File: src/rtl/sha_2_message_expansion_if.sv
// Stream interface for the SHA-256 message schedule expander: message words in, schedule words out.
// protocol_error exists only when SHA_2_MSG_EXP_PROTOCOL_CHECK_EN is defined.
interface sha_2_message_expansion_if #(
    parameter int data_width = 32
);
    logic [data_width-1:0] data_in;
    logic                  data_in_valid;
    logic                  data_in_last;
    logic                  data_in_ready;
    logic [data_width-1:0] data_out;
    logic [5:0]            data_out_id;
    logic                  data_out_last;
    logic                  data_out_valid;
    logic                  data_out_ready;
`ifdef SHA_2_MSG_EXP_PROTOCOL_CHECK_EN
    logic                  protocol_error;
`endif

    modport master (
        output data_in, data_in_valid, data_in_last, data_out_ready,
        input  data_in_ready, data_out, data_out_id, data_out_last, data_out_valid
`ifdef SHA_2_MSG_EXP_PROTOCOL_CHECK_EN
        , input protocol_error
`endif
    );

    modport slave (
        input  data_in, data_in_valid, data_in_last, data_out_ready,
        output data_in_ready, data_out, data_out_id, data_out_last, data_out_valid
`ifdef SHA_2_MSG_EXP_PROTOCOL_CHECK_EN
        , output protocol_error
`endif
    );
endinterface

File: src/rtl/sha_2_message_expansion.sv
// SHA-256 message schedule: loads M0..M15, then expands W16..W63 from a sliding 16-word window.
// Optional macro SHA_2_MSG_EXP_PROTOCOL_CHECK_EN adds a sticky protocol_error output.
module sha_2_message_expansion #(
    parameter int data_width = 32
) (
    input logic                 clk,
    input logic                 nrst,
    sha_2_message_expansion_if.slave bus
);
    typedef enum logic {LOAD, EXPAND} state_t;

    state_t                     state;
    logic [5:0]                 t;
    logic [15:0][data_width-1:0] win;
    logic                       last_flag;

    logic                       slot_free;
    logic                       in_fire;
    logic                       exp_fire;
    logic                       step;
    logic [data_width-1:0]      exp_word;
    logic [data_width-1:0]      next_word;

    function automatic logic [data_width-1:0] rotr(input logic [data_width-1:0] x,
                                                   input int unsigned n);
        return (x >> n) | (x << (data_width - n));
    endfunction

    function automatic logic [data_width-1:0] ssig0(input logic [data_width-1:0] x);
        return rotr(x, 7) ^ rotr(x, 18) ^ (x >> 3);
    endfunction

    function automatic logic [data_width-1:0] ssig1(input logic [data_width-1:0] x);
        return rotr(x, 17) ^ rotr(x, 19) ^ (x >> 10);
    endfunction

    // win[k] holds W[t-16+k]; win[15] is the most recent word
    assign slot_free          = !bus.data_out_valid || bus.data_out_ready;
    assign bus.data_in_ready  = (state == LOAD) && slot_free;
    assign in_fire            = bus.data_in_valid && bus.data_in_ready;
    assign exp_fire           = (state == EXPAND) && slot_free;
    assign step               = in_fire || exp_fire;
    assign exp_word           = ssig1(win[14]) + win[9] + ssig0(win[1]) + win[0];
    assign next_word          = (state == LOAD) ? bus.data_in : exp_word;

    always_ff @(posedge clk or negedge nrst) begin
        if (!nrst) begin
            state              <= LOAD;
            t                  <= 6'd0;
            win                <= '0;
            last_flag          <= 1'b0;
            bus.data_out       <= '0;
            bus.data_out_id    <= 6'd0;
            bus.data_out_last  <= 1'b0;
            bus.data_out_valid <= 1'b0;
        end else if (step) begin
            win                <= {next_word, win[15:1]};
            bus.data_out       <= next_word;
            bus.data_out_id    <= t;
            bus.data_out_valid <= 1'b1;
            bus.data_out_last  <= (state == EXPAND) && (t == 6'd63) && last_flag;
            t                  <= t + 6'd1;
            if (state == LOAD && t == 6'd15) begin
                last_flag <= bus.data_in_last;
                state     <= EXPAND;
            end
            if (state == EXPAND && t == 6'd63) begin
                last_flag <= 1'b0;
                state     <= LOAD;
            end
        end else if (bus.data_out_ready) begin
            bus.data_out_valid <= 1'b0;
        end
    end

`ifdef SHA_2_MSG_EXP_PROTOCOL_CHECK_EN
    // A last marker is only meaningful on M15; anything earlier is flagged until reset
    always_ff @(posedge clk or negedge nrst) begin
        if (!nrst) begin
            bus.protocol_error <= 1'b0;
        end else if (in_fire && bus.data_in_last && (t != 6'd15)) begin
            bus.protocol_error <= 1'b1;
        end
    end
`endif

endmodule
File: src/flat_wrapper.sv
// flat-port wrapper written by rule: the top's interface ports become plain ports
module sha_2_message_expansion_flat 
#(
    parameter int data_width = 32
)
  (clk, nrst, bus_data_in, bus_data_in_valid, bus_data_in_last, bus_data_out_ready, bus_data_in_ready, bus_data_out, bus_data_out_id, bus_data_out_last, bus_data_out_valid);
  sha_2_message_expansion_if #(.data_width(data_width)) bus_i ();
  input logic clk;
  input logic nrst;
  input wire logic [$bits(bus_i.data_in)-1:0] bus_data_in;
  input wire logic [$bits(bus_i.data_in_valid)-1:0] bus_data_in_valid;
  input wire logic [$bits(bus_i.data_in_last)-1:0] bus_data_in_last;
  input wire logic [$bits(bus_i.data_out_ready)-1:0] bus_data_out_ready;
  output wire logic [$bits(bus_i.data_in_ready)-1:0] bus_data_in_ready;
  output wire logic [$bits(bus_i.data_out)-1:0] bus_data_out;
  output wire logic [$bits(bus_i.data_out_id)-1:0] bus_data_out_id;
  output wire logic [$bits(bus_i.data_out_last)-1:0] bus_data_out_last;
  output wire logic [$bits(bus_i.data_out_valid)-1:0] bus_data_out_valid;
  assign bus_i.data_in = bus_data_in;
  assign bus_i.data_in_valid = bus_data_in_valid;
  assign bus_i.data_in_last = bus_data_in_last;
  assign bus_i.data_out_ready = bus_data_out_ready;
  assign bus_data_in_ready = bus_i.data_in_ready;
  assign bus_data_out = bus_i.data_out;
  assign bus_data_out_id = bus_i.data_out_id;
  assign bus_data_out_last = bus_i.data_out_last;
  assign bus_data_out_valid = bus_i.data_out_valid;
  sha_2_message_expansion #(.data_width(data_width)) u_core (.clk(clk), .nrst(nrst), .bus(bus_i));
endmodule
File: config.mk
export PLATFORM = sky130hd
export DESIGN_NAME = sha_2_message_expansion_flat
export DESIGN_NICKNAME = d
export VERILOG_FILES = /design/src/rtl/sha_2_message_expansion_if.sv /design/src/rtl/sha_2_message_expansion.sv /design/src/flat_wrapper.sv
export SDC_FILE = /design/constraint.sdc
export NUM_CORES = 1
export LEC_CHECK = 0
export BUFFER_PORTS_ARGS = -buffer_cell sky130_fd_sc_hd__buf_2
export CORE_UTILIZATION = 49
export DETAILED_ROUTE_END_ITERATION = 16
export HOLD_SLACK_MARGIN = 0.02
export PLACE_DENSITY = 0.68
export SLEW_MARGIN = 20
export SYNTH_ARGS = -nofsm -noshare
export SYNTH_HDL_FRONTEND = slang
export SYNTH_SLANG_ARGS = --single-unit
File: constraint.sdc
create_clock -name clk -period 4 [get_ports clk]
set_input_delay 0.6 -clock clk [delete_from_list [all_inputs] [get_ports clk]]
set_output_delay 0.6 -clock clk [all_outputs]
set_load 0.005 [all_outputs]
==> Yosys cells after proc, flatten, opt, wreduce, memory -nomap -nowiden <==
Index checks and enable logic that the tools add are counted.
{ "totals": {"reg_bits": 528} }
{ "classes": {"addsub": 4, "eq_ne": 2, "n_mux": 7, "bitwise": 9, "n_reduce_logical": 12} }
{ "op_table": {"columns": ["op", "n"], "rows": [
  ["$add 32x32->32", 3],
  ["$xor 32x32->32", 2],
  ["$mux 32", 1],
  ["$or 13x32->32", 1],
  ["$or 14x32->32", 1],
  ["$or 15x32->32", 1],
  ["$or 25x32->32", 1],
  ["$xor 32x22->32", 1],
  ["$xor 32x29->32", 1],
  ["$add 6x1->6 const B", 1],
  ["$eq 6x4->1 const B", 1],
  ["$eq 6x6->1 const B", 1],
  ["$logic_and 1x1->1", 6],
  ["$mux 1", 6],
  ["$reduce_bool 2->1", 2],
  ["$logic_or 1x1->1", 2],
  ["$reduce_and 2->1", 1],
  ["$logic_not 1->1", 1],
  ["$not 1->1", 1]
]} }

==> Logic depth before layout (Yosys ltp) <==
{ "logic_depth": {"depth_word": 7, "ltp_mapped": 18} }

==> Least setup slack after synthesis <==
OpenSTA, ideal clock, no wires.
{ "synth_path": {"path_kind": "register to register", "start": "register u_core.win[468] in the netlist's numbering", "end": "register u_core.win[511] in the netlist's numbering", "setup_ps": 133, "arrival_time_ps": 3732, "required_time_ps": 3867, "path_slack_ps": 134, "stages_incl_launch_ff": 19, "period_less_slack_ps": 3866, "cell_sequence": "dfrtp_1 > clkbuf_1 > xnor2_1 > xnor2_1 > fa_1 > inv_1 > fa_1 > inv_1 > ha_1 > inv_1 > fa_1 > nor2b_1 > o2111ai_2 > a21oi_1 > o2111ai_1 > a31oi_1 > a31oi_1 > xnor2_1 > o22ai_1"} }
{ "synth_via": {"elab_chain_len": 7, "word_cells_on_any_way": 8, "cone_classes": "3 x add/sub; 1 x mux; 4 x bitwise"} }
{ "synth_rtl": {"columns": ["element", "line_no", "rtl"], "rows": [
  ["start: declaration", "sha_2_message_expansion.sv:14", "logic [15:0][data_width-1:0] win;"],
  ["start signal: assignment", "sha_2_message_expansion.sv:57", "win <= {next_word, win[15:1]};"],
  ["$or 13x32->32 or $or 15x32->32 (tied branches)", "sha_2_message_expansion.sv:26", "return (x >> n) | (x << (data_width - n));"],
  ["$xor 32x32->32", "sha_2_message_expansion.sv:34", "return rotr(x, 17) ^ rotr(x, 19) ^ (x >> 10);"],
  ["$xor 32x22->32 *", "sha_2_message_expansion.sv:34", null],
  ["$add 32x32->32 * (3 in series)", "sha_2_message_expansion.sv:43", "assign exp_word = ssig1(win[14]) + win[9] + ssig0(win[1]) + win[0];"],
  ["$mux 32 *", "sha_2_message_expansion.sv:44", "assign next_word = (state == LOAD) ? bus.data_in : exp_word;"]
]} }
Every way passes the cells marked *; elsewhere a longest branch is shown, timed or not.
A chain may end at the register's enable or synchronous reset.

==> Worst setup path after layout <==
{ "layout_path": {"start": "register u_core.win[466] in the netlist's numbering", "end": "register u_core.win[505] in the netlist's numbering"} }
{ "layout_via": {"elab_chain_len": 7} }
{ "layout_rtl": {"columns": ["element", "line_no"], "rows": [
  ["$or 15x32->32", "sha_2_message_expansion.sv:26"],
  ["$xor 32x32->32", "sha_2_message_expansion.sv:34"],
  ["$xor 32x22->32 *", "sha_2_message_expansion.sv:34"],
  ["$add 32x32->32 * (3 in series)", "sha_2_message_expansion.sv:43"],
  ["$mux 32 *", "sha_2_message_expansion.sv:44"]
]} }
Marks and branches as above.

==> metrics.md <==
| Metric | Value |
|---|---|
| Status | `finished, violations left` |
| Failing checks | `negative setup slack` |
| Final setup vio count | `2` |
| Routability cong. | `0.912` |
| CTS max path bufs | `3` |
| Post-Synthesis Cells | `2828` |
| Area contributors post-synth | `dfrtp_1 (54%), nand2_1 (21%), fa_1 (5.0%), xnor2_1 (4.4%), clkbuf_1 (2.7%)` |
| HP Class | `in -> reg` |
| GRT Total Usage | `25.2%` |
| Fmax | `249 MHz` |
| Number of global-route vias before repair | `18.1k` |
| Met2 WL | `28700 um` |
| Met3 wire length | `3100 um` |
| Initial antenna violation count | `0` |
| Detailed placement HPWL | `42800 um` |
| Top Ports | `78` |
| Drt total wl | `62700 um` |
| Post-synthesis sequential area ratio | `53.5%` |
| Starting density of the core | `50.0%` |
| CTS tree | `yes` |
| WP data required | `4530 ps` |
| Vias | `18.3k` |
| Drt first pass iters | `5` |
| Syn Nets | `2959` |
| Rows | `81` |
| Wire per inst | `17.4 um` |
| Max-slew violations | `0` |
| Vert. Die Dim | `226 um` |
| Synth cell types | `55` |
| Top cell type's share of synthesized area | `53.5%` |
| Minimum clock period | `4020 ps` |
| Commonest non-fill, non-tap cells in the layout | `nand2_1 (1388), dfrtp_1 (521), inv_1 (140)` |
| MaxCap Viol Count | `0` |
| Placed cells | `3492` |
| Die span in x | `226 um` |
| Crit start category | `flop` |
| Clock sink count | `528` |
| Finished Layout Cells | `3614` |
| Crit path kind | `reg -> reg` |
| Total CTS buffers | `56` |
| Fin. Hold Viols | `0` |
| Pin count of the biggest net entering global routing | `111` |
| Number of synthesized flops with an enable pin | `0` |
| Synth Cell Area | `24700 um2` |
| Worst skew pair latency | `620 ps` |
| Mean Syn Cell Area | `8.73 um2` |
| Slew @ Worst Pin | `935 ps` |
| H-tree levels | `2` |
| Final-stage net count | `3035` |
| Synth Register Bits | `528` |
| Crit end category | `flop` |
| Final Worst Setup Slack | `-21.8 ps` |
| 1st-iter DRT viols | `1514` |
| GRT Residual Overflow | `0` |
| M1 wire length | `29000 um` |
| Reg clk slew, reported paths | `60 ps` |
| Yosys warns | `0` |
| # DRC | `0` |
| Root Driver | `clkbuf_16` |
| IO Port Bufs | `77` |
| Unrepaired setup endpoints after global routing | `yes` |
| Slew margin rel. | `37.7%` |
| DR top layer | `met4` |
| Most used DFF post-synth | `dfrtp_1` |
| Floorplan core area | `49400 um2` |
| Synth async-reset ratio | `100%` |
| Die footprint | `51300 um2` |
| Final ANT Viol Nets | `0` |
| Synth area leader | `dfrtp_1` |
| Area delta synth->final | `17.4%` |
| Leading cell type in the layout, fill and taps excluded | `nand2_1` |
| Ant diodes | `0` |
| Dpl ws | `-286 ps` |
| Global-route wire length before repair | `99300 um` |
| Crit path max fanout | `4` |
| Avg Vias per Cell | `5.07` |
| CP arrival | `4550 ps` |
| Period utilisation layout | `101%` |
| Layout cell share with drive strength beyond 1 | `14.2%` |
| Worst Clk Skew | `34.0 ps` |
-- Yosys cell counts, types with 6 or more instances --
library cell  instances
fa_1                 62
o21ai_0              94
nor3_1                6
ha_1                 32
buf_4                32
a31oi_1               7
inv_1               144
nor2_1               38
nand4_1               9
nand2_1            1388
o21a_1                8
xnor2_1             124
dfrtp_1             528
mux2i_1              10
and3_1               14
a21oi_1              49
clkbuf_1            178
xor2_1               24
a21o_1               11
-- path summary, 6_finish.rpt --
| check | startpoint | to | slack [ps] | cells past startpoint |
|---|---|---|---|---|
| worst max register to register | u_core.win[466]$_DFFE_PN0P_ | u_core.win[505]$_DFFE_PN0P_ | -20 | 18 |
| worst min register to register | u_core.win[359]$_DFFE_PN0P_ | u_core.win[327]$_DFFE_PN0P_ | 460 | 2 |
| worst min-delay path | bus_data_in_valid | u_core.bus.data_out_valid$_DFFE_PN0P_ | 200 | 2 |
| min in group asynchronous | nrst | u_core.win[228]$_DFFE_PN0P_ | 600 | 2 |
| worst max-delay path | u_core.win[466]$_DFFE_PN0P_ | u_core.win[505]$_DFFE_PN0P_ | -20 | 18 |
| max in group asynchronous | nrst | u_core.win[350]$_DFFE_PN0P_ | 2290 | 3 |
-- registers in the layout (all words and copies together), names as in the netlist --
| signal | flops |
|---|---|
| u_core.last_flag | 1 |
| u_core.bus.data_out_id | 6 |
| u_core.bus.data_out_valid | 1 |
| u_core.state | 1 |
| u_core.win | 512 |
| u_core.t | 6 |
| u_core.bus.data_out_last | 1 |
-- metrics by stage --
step	setup TNS, ps	cell area (um2)	hold slack (ps)	util [%]
floorplan	0	24700	304	-
CTS	-1.72	28500	175	57.7
global route	-1180	29000	213	58.7
global placement	-1380	26300	447	53.2
detailed placement	-1950	26300	448	53.2
finish	-27.3	29000	202	58.7
-- repair_timing --
| action | 4_1_cts | 5_1_grt |
|---|---|---|
| pin swaps | 19 | 37 |
| hold endpoints to repair | 7 | 0 |
| gates resized for setup | 40 | 75 |
| endpoints found under the setup margin | 14 | 21 |
| hold buffers | 1 | 0 |
| buffers inserted | 7 | 11 |
-- logic make-up after synthesis --
kind of cell / synth area share, %
buffers and inverters: 5.94
AO/OA/AOI/OAI: 5.26
AND/OR/NAND/NOR: 22.9
XOR/XNOR: 5.25
multiplexers: 0.406
flip-flops: 53.5
adder cells (fa/ha/maj): 6.65
-- cell type report --
| cell class | count | area (um2) |
|---|---|---|
| fill | 4326 | 20400 |
| inverter | 144 | 541 |
| sequential | 528 | 13200 |
| multi-input combinational | 1942 | 10700 |
| timing repair buffer | 232 | 1810 |
| clock inverter | 22 | 284 |
| tap | 664 | 831 |
| clock buffer | 82 | 1630 |
-- critical path, stage by stage (launching register included) --
cell and delay, ps:
dfrtp_1 430, xnor2_2 160, xnor2_1 150, fa_1 530, inv_2 40, fa_1 450
inv_1 80, ha_2 200, inv_2 50, fa_2 380, nor2b_4 160, o2111ai_4 160
a21boi_2 220, nand3b_1 130, a311o_1 190, buf_6 130, a41oi_2 120, xor2_1 170
o22ai_1 170
-- layer usage --
layer / vias up / GRT usage [%]
met1: 9030 / 36.5
met4: 0 / 8.52
met3: 100 / 4.04
met5: - / 0
li1: 8748 / -
met2: 447 / 38.6
Power is left out: the tool's default activity adds up to more than one toggle a clock period on the data nets, which glitch-free logic cannot reach.
